File: src/rtl/amp_spi_pkg.sv
// Shared constants and types for the amp gain SPI responder.
// Optional feature macro: AMP_RESP_ECHO_EN (MISO echo of the previously held word).
package amp_spi_pkg;

   localparam int unsigned WIDTH_DEF       = 8;
   localparam int unsigned SYNC_STAGES_DEF = 2;
   localparam logic [7:0]  GAIN_RST_DEF    = 8'h00;

   // Bit counter is wide enough to see frames longer than WIDTH; it saturates at all-ones.
   localparam int unsigned       CNT_W   = 4;
   localparam logic [CNT_W-1:0]  CNT_MAX = '1;

   typedef enum logic [1:0] {
      IDLE   = 2'd0,
      SHIFT  = 2'd1,
      COMMIT = 2'd2
   } state_e;

   // Saturating increment of the received-bit counter.
   function automatic logic [CNT_W-1:0] cnt_inc(input logic [CNT_W-1:0] cnt);
      return (cnt == CNT_MAX) ? cnt : cnt + CNT_W'(1);
   endfunction

endpackage

File: src/rtl/spi_in_sync.sv
// Multi-stage synchronizer for one SPI input with rise/fall detection on the synchronized level.
module spi_in_sync #(
   parameter int unsigned STAGES  = 2,
   parameter logic        RST_VAL = 1'b0
) (
   input  logic clk,
   input  logic reset,
   input  logic d_i,
   output logic rise_c,
   output logic fall_c
);

   logic [STAGES-1:0] sync_q;
   logic              prev_q;
   logic              level;

   assign level = sync_q[STAGES-1];

   // Synchronizer chain plus one history flop for edge detection.
   always_ff @(posedge clk or negedge reset) begin
      if (!reset) begin
         sync_q <= {STAGES{RST_VAL}};
         prev_q <= RST_VAL;
      end else begin
         sync_q <= {sync_q[STAGES-2:0], d_i};
         prev_q <= level;
      end
   end

   assign rise_c = level & ~prev_q;
   assign fall_c = ~level & prev_q;

endmodule

File: src/rtl/amp_spi_responder.sv
// SPI responder for the programmable preamp gain register.
// Captures a WIDTH-bit MSB-first word, commits it on CS release, reports short/long frames.
// Optional feature macro: AMP_RESP_ECHO_EN -- when defined MISO echoes the previously
// held gain word; when undefined the echo shifter is absent and MISO is tied low.
module amp_spi_responder
   import amp_spi_pkg::*;
#(
   parameter int unsigned      WIDTH       = WIDTH_DEF,
   parameter int unsigned      SYNC_STAGES = SYNC_STAGES_DEF,
   parameter logic [WIDTH-1:0] GAIN_RST    = WIDTH'(GAIN_RST_DEF)
) (
   input  logic                 clk,
   input  logic                 reset,
   input  logic                 SPI_CLK_AMP,
   input  logic                 SPI_MOSI_AMP,
   input  logic                 AMP_CS,
   input  logic                 AMP_SHDN,
   output logic                 SPI_MISO_AMP,
   output logic [WIDTH/2-1:0]   gain_a,
   output logic [WIDTH/2-1:0]   gain_b,
   output logic                 gain_valid,
   output logic                 frame_err,
   output logic                 busy
);

   localparam int unsigned HALF_W = WIDTH / 2;

   state_e               state_q;
   logic [CNT_W-1:0]     bit_cnt_q;
   logic [WIDTH-1:0]     rx_sr_q;
   logic [WIDTH-1:0]     gain_q;
   logic                 gain_valid_q;
   logic                 frame_err_q;
   logic                 busy_q;

   logic                 sclk_rise;
   logic                 sclk_fall;
   logic                 cs_rise;
   logic                 cs_fall;
   logic [SYNC_STAGES-1:0] mosi_sync_q;
   logic                 mosi_s;

   spi_in_sync #(
      .STAGES  (SYNC_STAGES),
      .RST_VAL (1'b0)
   ) u_sync_sclk (
      .clk    (clk),
      .reset  (reset),
      .d_i    (SPI_CLK_AMP),
      .rise_c (sclk_rise),
      .fall_c (sclk_fall)
   );

   spi_in_sync #(
      .STAGES  (SYNC_STAGES),
      .RST_VAL (1'b1)
   ) u_sync_cs (
      .clk    (clk),
      .reset  (reset),
      .d_i    (AMP_CS),
      .rise_c (cs_rise),
      .fall_c (cs_fall)
   );

   // MOSI synchronizer, same depth as SCLK so data lines up with the detected rising edge.
   always_ff @(posedge clk or negedge reset) begin
      if (!reset) begin
         mosi_sync_q <= '0;
      end else begin
         mosi_sync_q <= {mosi_sync_q[SYNC_STAGES-2:0], SPI_MOSI_AMP};
      end
   end

   assign mosi_s = mosi_sync_q[SYNC_STAGES-1];

   // Frame FSM: open on CS fall, shift on SCLK rise, judge and commit on CS rise.
   always_ff @(posedge clk or negedge reset) begin
      if (!reset) begin
         state_q      <= IDLE;
         bit_cnt_q    <= '0;
         rx_sr_q      <= '0;
         gain_q       <= GAIN_RST;
         gain_valid_q <= 1'b0;
         frame_err_q  <= 1'b0;
         busy_q       <= 1'b0;
      end else begin
         gain_valid_q <= 1'b0;
         frame_err_q  <= 1'b0;
         case (state_q)
            IDLE: begin
               busy_q <= 1'b0;
               if (cs_fall) begin
                  state_q   <= SHIFT;
                  bit_cnt_q <= '0;
                  busy_q    <= 1'b1;
               end
            end
            SHIFT: begin
               // CS release takes priority over any SCLK edge seen in the same cycle.
               if (cs_rise) begin
                  state_q <= COMMIT;
                  busy_q  <= 1'b0;
               end else if (sclk_rise) begin
                  rx_sr_q   <= {rx_sr_q[WIDTH-2:0], mosi_s};
                  bit_cnt_q <= cnt_inc(bit_cnt_q);
               end
            end
            COMMIT: begin
               state_q <= IDLE;
               if (bit_cnt_q == CNT_W'(WIDTH)) begin
                  if (!AMP_SHDN) begin
                     gain_q       <= rx_sr_q;
                     gain_valid_q <= 1'b1;
                  end
               end else begin
                  frame_err_q <= 1'b1;
               end
            end
            default: begin
               state_q <= IDLE;
               busy_q  <= 1'b0;
            end
         endcase
         // Shutdown pins the gain register regardless of frame activity.
         if (AMP_SHDN) begin
            gain_q <= GAIN_RST;
         end
      end
   end

`ifdef AMP_RESP_ECHO_EN
   logic [WIDTH-1:0] tx_sr_q;
   logic [WIDTH-1:0] tx_load;
   logic             miso_q;

   assign tx_load = AMP_SHDN ? GAIN_RST : gain_q;

   // Echo shifter: load the held word at frame start, advance on each SCLK fall, zero-fill.
   always_ff @(posedge clk or negedge reset) begin
      if (!reset) begin
         tx_sr_q <= '0;
         miso_q  <= 1'b0;
      end else begin
         case (state_q)
            IDLE: begin
               if (cs_fall) begin
                  tx_sr_q <= tx_load;
                  miso_q  <= tx_load[WIDTH-1];
               end else begin
                  miso_q <= 1'b0;
               end
            end
            SHIFT: begin
               if (cs_rise) begin
                  miso_q <= 1'b0;
               end else if (sclk_fall) begin
                  tx_sr_q <= {tx_sr_q[WIDTH-2:0], 1'b0};
                  miso_q  <= tx_sr_q[WIDTH-2];
               end
            end
            default: begin
               miso_q <= 1'b0;
            end
         endcase
      end
   end

   assign SPI_MISO_AMP = miso_q;
`else
   // Falling SCLK edges only drive the echo shifter, which is absent in this build.
   logic unused_sclk_fall;
   assign unused_sclk_fall = sclk_fall;
   assign SPI_MISO_AMP     = 1'b0;
`endif

   assign gain_a     = gain_q[HALF_W-1:0];
   assign gain_b     = gain_q[WIDTH-1:HALF_W];
   assign gain_valid = gain_valid_q;
   assign frame_err  = frame_err_q;
   assign busy       = busy_q;

endmodule

File: config.mk
export PLATFORM = sky130hd
export DESIGN_NAME = amp_spi_responder
export DESIGN_NICKNAME = d
export VERILOG_FILES = /design/src/rtl/amp_spi_pkg.sv /design/src/rtl/spi_in_sync.sv /design/src/rtl/amp_spi_responder.sv
export SDC_FILE = /design/constraint.sdc
export NUM_CORES = 1
export LEC_CHECK = 0
export ABC_AREA = 1
export CAP_MARGIN = 20
export CELL_PAD_IN_SITES_DETAIL_PLACEMENT = 1
export CELL_PAD_IN_SITES_GLOBAL_PLACEMENT = 1
export CORE_ASPECT_RATIO = 0.8
export CORE_MARGIN = 5
export CORE_UTILIZATION = 37
export CTS_CLUSTER_SIZE = 8
export DETAILED_ROUTE_END_ITERATION = 16
export GPL_TIMING_DRIVEN = 0
export PLACE_DENSITY_LB_ADDON = 0.1
export REMOVE_ABC_BUFFERS = 1
export SYNTH_ARGS = -nofsm -noshare
export SYNTH_HDL_FRONTEND = slang
export SYNTH_HIERARCHICAL = 1
export SYNTH_SLANG_ARGS = --single-unit
File: constraint.sdc
create_clock -name clk -period 1.3 [get_ports clk]
set_clock_uncertainty 0.1 [all_clocks]
set_input_delay 0.26 -clock clk [delete_from_list [all_inputs] [get_ports clk]]
set_output_delay 0.26 -clock clk [all_outputs]
set_load 0.01 [all_outputs]
-- Yosys cells after proc, flatten, opt, wreduce, memory -nomap -nowiden
Cells that the tools add are included.
- register bits after elaboration: 33
- input bits: 6
- output and inout port bits: 12
- word-level logic and storage cells: 58
- add/subtract/negate cells: 1
- equality and inequality tests: 9
- muxes and demuxes: 19
- bitwise gates (word level): 8
- reductions and logical operators: 9
- operators with widths (operator ; count):
    $mux W8 ; 3
    $mux W4 ; 4
    $ne A2 B2 Y1 const B ; 5
    $eq A4 B4 Y1 const B ; 2
    $pmux W4 S2 ; 1
    $mux W1 ; 7
    $reduce_and A2 Y1 ; 3
    $reduce_bool A2 Y1 ; 3
    $not A1 Y1 ; 5
    $reduce_and A5 Y1 ; 1
    $add A4 B1 Y4 const B ; 1
    $mux W2 ; 2
    $pmux W2 S2 ; 1
    $and A1 B1 Y1 ; 3
    $pmux W1 S3 ; 1
    $reduce_and A3 Y1 ; 1
    $eq A2 B1 Y1 const B ; 1
    $eq A2 B2 Y1 const B ; 1
    $logic_not A2 Y1 ; 1

-- Logic depth before layout (Yosys ltp)
Gate-level depths: netlist of the first run.
- depth after elaboration: 5
- mapped depth: 8
- gate-level depth less buffers: 8

-- By module
The synthesis of the first run kept the hierarchy.
- by module, submodules not included (module ; instances ; cells each ; area each (um^2) ; sequential area each (um^2)):
    amp_spi_responder ; 1 ; 130 ; 1203.7 ; 675.6
    spi_in_sync at u_sync_cs ; 1 ; 7 ; 93.8 ; 78.8
    spi_in_sync at u_sync_sclk ; 1 ; 7 ; 90.1 ; 75.1

-- Worst setup path after synthesis of the first run
OpenSTA, ideal clock, no wires.
- kind: register to register
- from: register u_sync_cs.sync_q[1]
- to: register bit_cnt_q[3]
- setup time: 117 ps
- arrival: 1141 ps
- data required time: 1083 ps
- path slack: -58 ps
- cell stages (with the launch flop): 8
- path buffers: 0
- clock period less this slack: 1358 ps
- cells stage by stage: dfstp_2 inv_1 nor2_1 nor2_4 nand3_2 nand2_1 nand2_1 nand2_1
- elaborated cells between the ends (all ways): 6
- those cells by class: eq/ne (2); bitwise (3); reduce/logical (1)
- RTL lines (what ; RTL line ; source):
    start, declared ; spi_in_sync.sv:13 ; logic [STAGES-1:0] sync_q;
    start signal, assigned ; spi_in_sync.sv:22 ; sync_q <= {STAGES{RST_VAL}};
    start signal, assigned ; spi_in_sync.sv:25 ; sync_q <= {sync_q[STAGES-2:0], d_i};
    $and A1 B1 Y1 ; spi_in_sync.sv:30 ; assign rise_c = level & ~prev_q;
    net cs_rise ; amp_spi_responder.sv:38 ; logic cs_rise;
    $ne A2 B2 Y1 (no line) ; -- ;
    $reduce_and A5 Y1 (no line) ; -- ;
    end signal, assigned ; amp_spi_responder.sv:105 ; bit_cnt_q <= cnt_inc(bit_cnt_q);
    end, declared ; amp_spi_responder.sv:29 ; logic [CNT_W-1:0] bit_cnt_q;
The timed path passes the listed nets, and every way through them passes these cells.
A chain may end at the register's enable or synchronous reset.

-- Final worst setup path of the first run
- from: register bit_cnt_q[0]
- to: register gain_q[1]
- cells in the longest elaborated chain, start to end: 3
- ends and longest elaborated chain (what ; RTL line ; source):
    $eq A4 B4 Y1 ; amp_spi_responder.sv:110 ; if (bit_cnt_q == CNT_W'(WIDTH)) begin
    $reduce_bool A2 Y1 (no line) ; -- ;
    $reduce_and A2 Y1 (no line) ; -- ;
    end signal, assigned ; amp_spi_responder.sv:112 ; gain_q <= rx_sr_q;
    end, declared ; amp_spi_responder.sv:31 ; logic [WIDTH-1:0] gain_q;
No other way between the ends.

==> results of run 1 <==
repair_timing:
action	4_1_cts	5_1_grt
pin swaps	27	11
setup buffers	15	4
gates cloned	2	0
resized for setup	45	31
endpoints found under the setup margin	33	59
hold endpoints to repair	30	0
hold buffers	1	0
worst max path at each step:
stage / startpoint / to / slack, ns / cells past startpoint
global route: bit_cnt_q[0] / gain_q[1] / -0.22 / 8
finish: bit_cnt_q[0] / gain_q[1] / -0.14 / 8
global placement: reset / u_sync_sclk/prev_q / -0.76 / 1
CTS: bit_cnt_q[0] / gain_q[1] / -0.09 / 8
floorplan: u_sync_cs/sync_q[1] / bit_cnt_q[3] / -0.06 / 7
detailed placement: u_sync_cs/sync_q[1] / bit_cnt_q[3] / -0.23 / 7
metrics by stage:
stage	setup slack, ns	total power, mW
finish	-0.140	3.03
detailed placement	-0.231	1.80
CTS	-0.0925	2.86
global route	-0.223	3.21
floorplan	-0.0585	1.63
global placement	-0.757	1.77
power groups by stage:
stage               Sequential [mW]  Combinational [mW]  Clock (mW)
CTS                            1.35               0.741       0.772
global route                   1.41               0.971       0.822
global placement               1.36               0.413           0
floorplan                      1.33               0.300           0
finish                         1.39               0.895       0.744
detailed placement             1.37               0.435           0
worst register-to-register path, delay by kind of cell, from the launching register on:
family	cells	cell delay, ns
buffers and inverters	2	0.18
flip-flops	1	0.40
AND/OR/NAND/NOR	4	0.40
AO/OA/AOI/OAI	1	0.08
adder cells (fa/ha/maj)	1	0.18
metal layers:
metal,wire [µm],up-vias,GRT usage (%),part of all wire (%)
met5,0,-,0,0
met1,1650,552,20.0,46
met2,1680,25,23.2,47
li1,-,516,-,-
met3,186,5,5.96,5.2
met4,44,0,5.24,1.2
placed cells by master, fill, tap and decap left out, types with 2 or more instances in the layout:
master	instances
inv_2	4
clkbuf_2	5
nor2_1	7
nand2_2	13
nand2_1	38
nand3_1	4
clkdlybuf4s50_1	4
inv_1	10
nand3_2	4
dfstp_2	3
nor2_4	8
clkbuf_8	5
buf_12	3
nand3_4	6
clkdlybuf4s15_1	6
nand2_4	5
dfrtp_1	30
buf_4	10
clkinv_2	2
buf_6	3
state kept, by name, summed over array words and instances, names as in the netlist:
register / count
frame_err: 1
bit_cnt_q: 4
gain_q: 8
u_sync_sclk/sync_q: 2
u_sync_cs/sync_q: 2
state_q: 2
busy: 1
u_sync_cs/prev_q: 1
gain_valid: 1
mosi_sync_q: 2
rx_sr_q: 8
u_sync_sclk/prev_q: 1
area by class of cell:
class	count	area (µm²)
flip-flops and latches	33	830
repair buffers	33	312
multi-input cells	95	694
clock inverters	2	10.0
fillers	390	1500
well taps	42	52.6
clock buffers	6	72.6
inverters	14	52.6
==> flow_summary.yaml, run 1 <==
outcome:
  outcome: "finished with violations"
  violations: "negative setup slack"
critical_path:
  r2r_end: "gain_q[1]"
  crit_path_max_incr_delay_ns: 0.40
  reg2reg_depth: 8
  crit_chain: "inv_1 -> ha_2 -> nand2_2 -> nor2_4 -> buf_6 -> a21oi_4 -> nand2_1 -> nand2_1"
  r2r_slack_ns: -0.14
  r2r_start: "bit_cnt_q[0]"
  critPathLaunchType: "flop"
  critPathMostFrequentCell: "nand2_1"
  criticalPathCategory: "reg2reg"
  path_delay_family: "flip-flops"
  cp_slowest_cell: "dfrtp_1"
  cp-end-kind: "flop"
  path_buf_inv: 2
  crit_arrival_ns: 1.53
  cp_data_required_time_ns: 1.39
  cp_max_fo: 8
grt:
  overflow: 0
  grt_pass1_vias: 1135
  grt_antenna_before_repair: 0
  grt_max_degree: 34
  grt_pass1_wl_um: 5810
  track_usage_pct: 15.3
logic_synthesis:
  synthesis.area_um2: 1380
  synth-warning-count: 6
  syn_avg_cell_area_um2: 9.72
  syn_inst: 142
power_and_ir_drop:
  pwr-share-clk_pct: 24.6
  pwr-share-comb_pct: 29.5
  seqPwrFrac_pct: 45.9
  intPower_mw: 1.97
  leakage_nw: 0.998
  vdd_drop_max_uv: 780
  p_per_area_nw_per_um2: 1500
  switching_share_pct: 34.9
  p_sw_mw: 1.06
finish:
  fin_nets: 190
  instances_no_fill: 225
  fin_util_pct: 57.5
  layout-drive-gt1-share_pct: 43.7
  antenna_cells: 0
  area_delta_synth_final_pct: 46.6
  final_area_um2: 2020
timing:
  fmax_ghz: 0.694
  hold_viol: 0
  setup_slack_ns: -0.140
  min_period_ns: 1.44
  finalSetupViolCount: 20
  grt_setup_unrepaired: "yes"
  fin_crit_sh_pct: 111
  hold_ws_ns: 0.254
  setup-tns-final_ns: -1.69
  slew_viol_final: 0
clock_network:
  clockBufferDepth: 2
  cts_max_level: 2
  insertion_delay_ns: 0.29
  cts-root-buf: "clkbuf_8"
  clk_pin_slew_worst_paths_ns: 0.07
  cts_buffers: 5
  cts_tree: "yes"
  clock_sinks: 33
routing:
  postRouteAntennaNets: 0
  avgViaCountPerCell: 4.88
  routed_wl_um: 3560
  wl_per_cell_um: 15.8
  drtPass1Iterations: 4
  vias: 1098
  first_iter_violations: 40
  drc: 0
placed_design:
  dpl_cell_area_um2: 1570
  gp_congestion: 0.683
  hpwl_um: 1920
  dp_cells: 198
  port_buffers: 16
floorplan:
  die_w_um: 78.3
  pin_count: 18
  core_um2: 3520
  rows: 19
  die_area_um2: 5060
  die_h_um: 64.6
  initial_core_util_pct: 39.2
worst_hold_path:
  holdPathEnd: "mosi_sync_q[1]"
  min-delay-start: "mosi_sync_q[0]"
  worst_hold_path_type: "reg2reg"
  whs_path_depth: 0
run:
  drv_cap: 0
No activity file was read; power rests on OpenSTA's default activity.
==> run 2, diff against run 1 <==
--- a/config.mk
+++ b/config.mk
@@ -6,7 +6,6 @@
 export NUM_CORES = 1
 export LEC_CHECK = 0
 export ABC_AREA = 1
-export CAP_MARGIN = 20
 export CELL_PAD_IN_SITES_DETAIL_PLACEMENT = 1
 export CELL_PAD_IN_SITES_GLOBAL_PLACEMENT = 1
 export CORE_ASPECT_RATIO = 0.8
==> results of run 2 <==
Final layout, timing and power as in run 1 (identical DEF).
==> run 3, diff against run 2 <==
--- a/config.mk
+++ b/config.mk
@@ -8,9 +8,9 @@
 export ABC_AREA = 1
 export CELL_PAD_IN_SITES_DETAIL_PLACEMENT = 1
 export CELL_PAD_IN_SITES_GLOBAL_PLACEMENT = 1
-export CORE_ASPECT_RATIO = 0.8
+export CORE_ASPECT_RATIO = 0.5
 export CORE_MARGIN = 5
-export CORE_UTILIZATION = 37
+export CORE_UTILIZATION = 40
 export CTS_CLUSTER_SIZE = 8
 export DETAILED_ROUTE_END_ITERATION = 16
 export GPL_TIMING_DRIVEN = 0
==> constraint.sdc (replaced) <==
create_clock -name clk -period 1.4 [get_ports clk]
set_clock_uncertainty 0.1 [all_clocks]
set_input_delay 0.28 -clock clk [delete_from_list [all_inputs] [get_ports clk]]
set_output_delay 0.28 -clock clk [all_outputs]
set_load 0.01 [all_outputs]
==> run 3 against run 2 <==
Net effect:
- the run now ends clean
- final cell count fell by 3.6%
- core utilization fell by 5.5 points
- first-iteration DRC count fell by 23%
- combinational power fell by 39%
- power fell by 19%
- final area fell by 13%
- worst setup slack improved by 0.16 ns
- clock power fell by 7.9%
- flip-flop and latch count did not move
- non-clock buffer count fell by 7
- worst hold slack got worse by 0.0043 ns
- critical endpoint is now bit_cnt_q[3]
- largest cell class unchanged
==> flow_summary.yaml, run 3 (synthesis gave the netlist of run 1 again) <==
power_and_ir_drop:
  vdd_drop_max_uv: 671
  leakage_nw: 0.977
  p_per_area_nw_per_um2: 1400
floorplan:
  initial_core_util_pct: 40.9
  die_h_um: 51.5
  pin_count: 18
  rows: 15
  die_w_um: 93.1
  die_area_um2: 4800
  core_um2: 3380
timing:
  setup-tns-final_ns: 0
  finalSetupViolCount: 0
  grt_setup_unrepaired: "yes"
  fmax_ghz: 0.725
  min_period_ns: 1.38
  hold_viol: 0
  fin_crit_sh_pct: 98.5
  slew_viol_final: 0
  setup_slack_ns: 0.0210
  relSlewSlack_pct: 52.6
  tightest_slew_ns: 0.711
routing:
  avgViaCountPerCell: 4.53
  drtPass1Iterations: 4
  first_iter_violations: 31
  postRouteAntennaNets: 0
  wl_per_cell_um: 12.2
  vias: 982
  routed_wl_um: 2640
  drc: 0
grt:
  grt_antenna_before_repair: 0
  track_usage_pct: 12.9
  grt_max_degree: 34
  overflow: 0
  grt_pass1_wl_um: 4590
  grt_pass1_vias: 1006
clock_network:
  cts-root-buf: "clkbuf_8"
  cts_max_level: 2
  insertion_delay_ns: 0.29
  clk_pin_slew_worst_paths_ns: 0.06
  clockBufferDepth: 2
  cts_buffers: 5
  clock_sinks: 33
  cts_tree: "yes"
critical_path:
  cp_max_fo: 5
  path_delay_family: "simple AND/OR/NAND/NOR gates"
  cp-end-kind: "flop"
  critPathMostFrequentCell: "nand2_1"
  criticalPathCategory: "reg2reg"
  crit_arrival_ns: 1.50
  crit_path_max_incr_delay_ns: 0.39
  r2r_slack_ns: 0.02
  cp_data_required_time_ns: 1.52
  crit_chain: "buf_4 -> ha_1 -> nand3_1 -> nand3_2 -> nand2_2 -> nand2_1 -> nand2_1"
  critPathLaunchType: "flop"
  path_depth: 7
  cp_slowest_cell: "dfrtp_1"
  reg2reg_depth: 7
  path_buf_inv: 1
finish:
  top_regs: "gain_q (8), rx_sr_q (8), bit_cnt_q (4)"
  layout-drive-gt1-share_pct: 22.9
  area_delta_synth_final_pct: 27.3
  mostFrequentLayoutCells: "52 x nand2_1, 30 x dfrtp_1, 12 x nand3_1"
  multi_input_area_um2: 508
  antenna_cells: 0
  fin_nets: 182
  layout_commonest_cell: "nand2_1"
  final-seq-area_um2: 830
  nFillCells: 413
run:
  drv_cap: 0
placed_design:
  dp_slack_ns: -0.132
  port_buffers: 16
  hpwl_um: 1700
  gp_congestion: 0.714
worst_hold_path:
  whs_path_depth: 0
  worst_hold_path_type: "reg2reg"
outcome:
  outcome: "complete, no violations"
## run 3: layout make-up
| class | instances | area share [%] |
|---|---|---|
| Multi-Input combinational cell | 94 | 28.9 |
| Sequential cell | 33 | 47.2 |
| Inverter | 14 | 2.99 |
| Clock inverter | 2 | 0.570 |
| Tap cell | 42 | 2.99 |
| Timing Repair Buffer | 26 | 13.2 |
| Clock buffer | 6 | 4.13 |
## run 3: power by group
group | internal [mW] | switching, mW
registers | 1.11 | 0.113
clock network | 0.344 | 0.341
logic | 0.260 | 0.286
## run 3: worst register-to-register path: cells and delay by family (launching register included)
family	cells	cell delay [ns]
AND/OR/NAND/NOR	5	0.48
adder cells (fa/ha/maj)	1	0.21
buffers and inverters	1	0.14
flip-flops	1	0.39
## run 3: timing repair
item                                    CTS  global route
endpoints found under the hold margin    30             0
resized for setup                        15             1
hold buffers                              1             0
setup buffers                             8             1
endpoints found under the setup margin   23            13
cloned                                    1             0
pin swaps                                 4             8
## run 3: worst paths after layout
path,start,to
setup / recovery,bit_cnt_q[0],bit_cnt_q[3]
hold / removal,mosi_sync_q[0],mosi_sync_q[1]
setup reg to reg,bit_cnt_q[0],bit_cnt_q[3]
hold reg to reg,mosi_sync_q[0],mosi_sync_q[1]
max in group asynchronous,reset,busy
min in group asynchronous,reset,gain_q[0]
## run 3: routing by layer
layer | share of wire [%] | wire length, µm | GRT usage, % | up-vias
li1 | - | - | - | 494
met4 | 2.4 | 63 | 7.30 | 0
met2 | 47 | 1240 | 22.3 | 18
met5 | 0 | 0 | 0 | -
met1 | 45 | 1200 | 14.2 | 462
met3 | 5.2 | 136 | 4.34 | 8
## run 3: metrics by stage
step / area, µm² / util, % / hold WS, ns / power (mW) / cells
3_5_place_dp: 1570 / 46.4 / 0.239 / 1.64 / 198
2_1_floorplan: 1360 / - / -0.116 / 1.51 / 140
4_1_cts: 1750 / 51.7 / 0.254 / 2.49 / 216
5_1_grt: 1760 / 52.0 / 0.266 / 2.63 / 217
6_report: 1760 / 52.0 / 0.250 / 2.46 / 217
3_3_place_gp: 1570 / 46.6 / 0.232 / 1.63 / 198
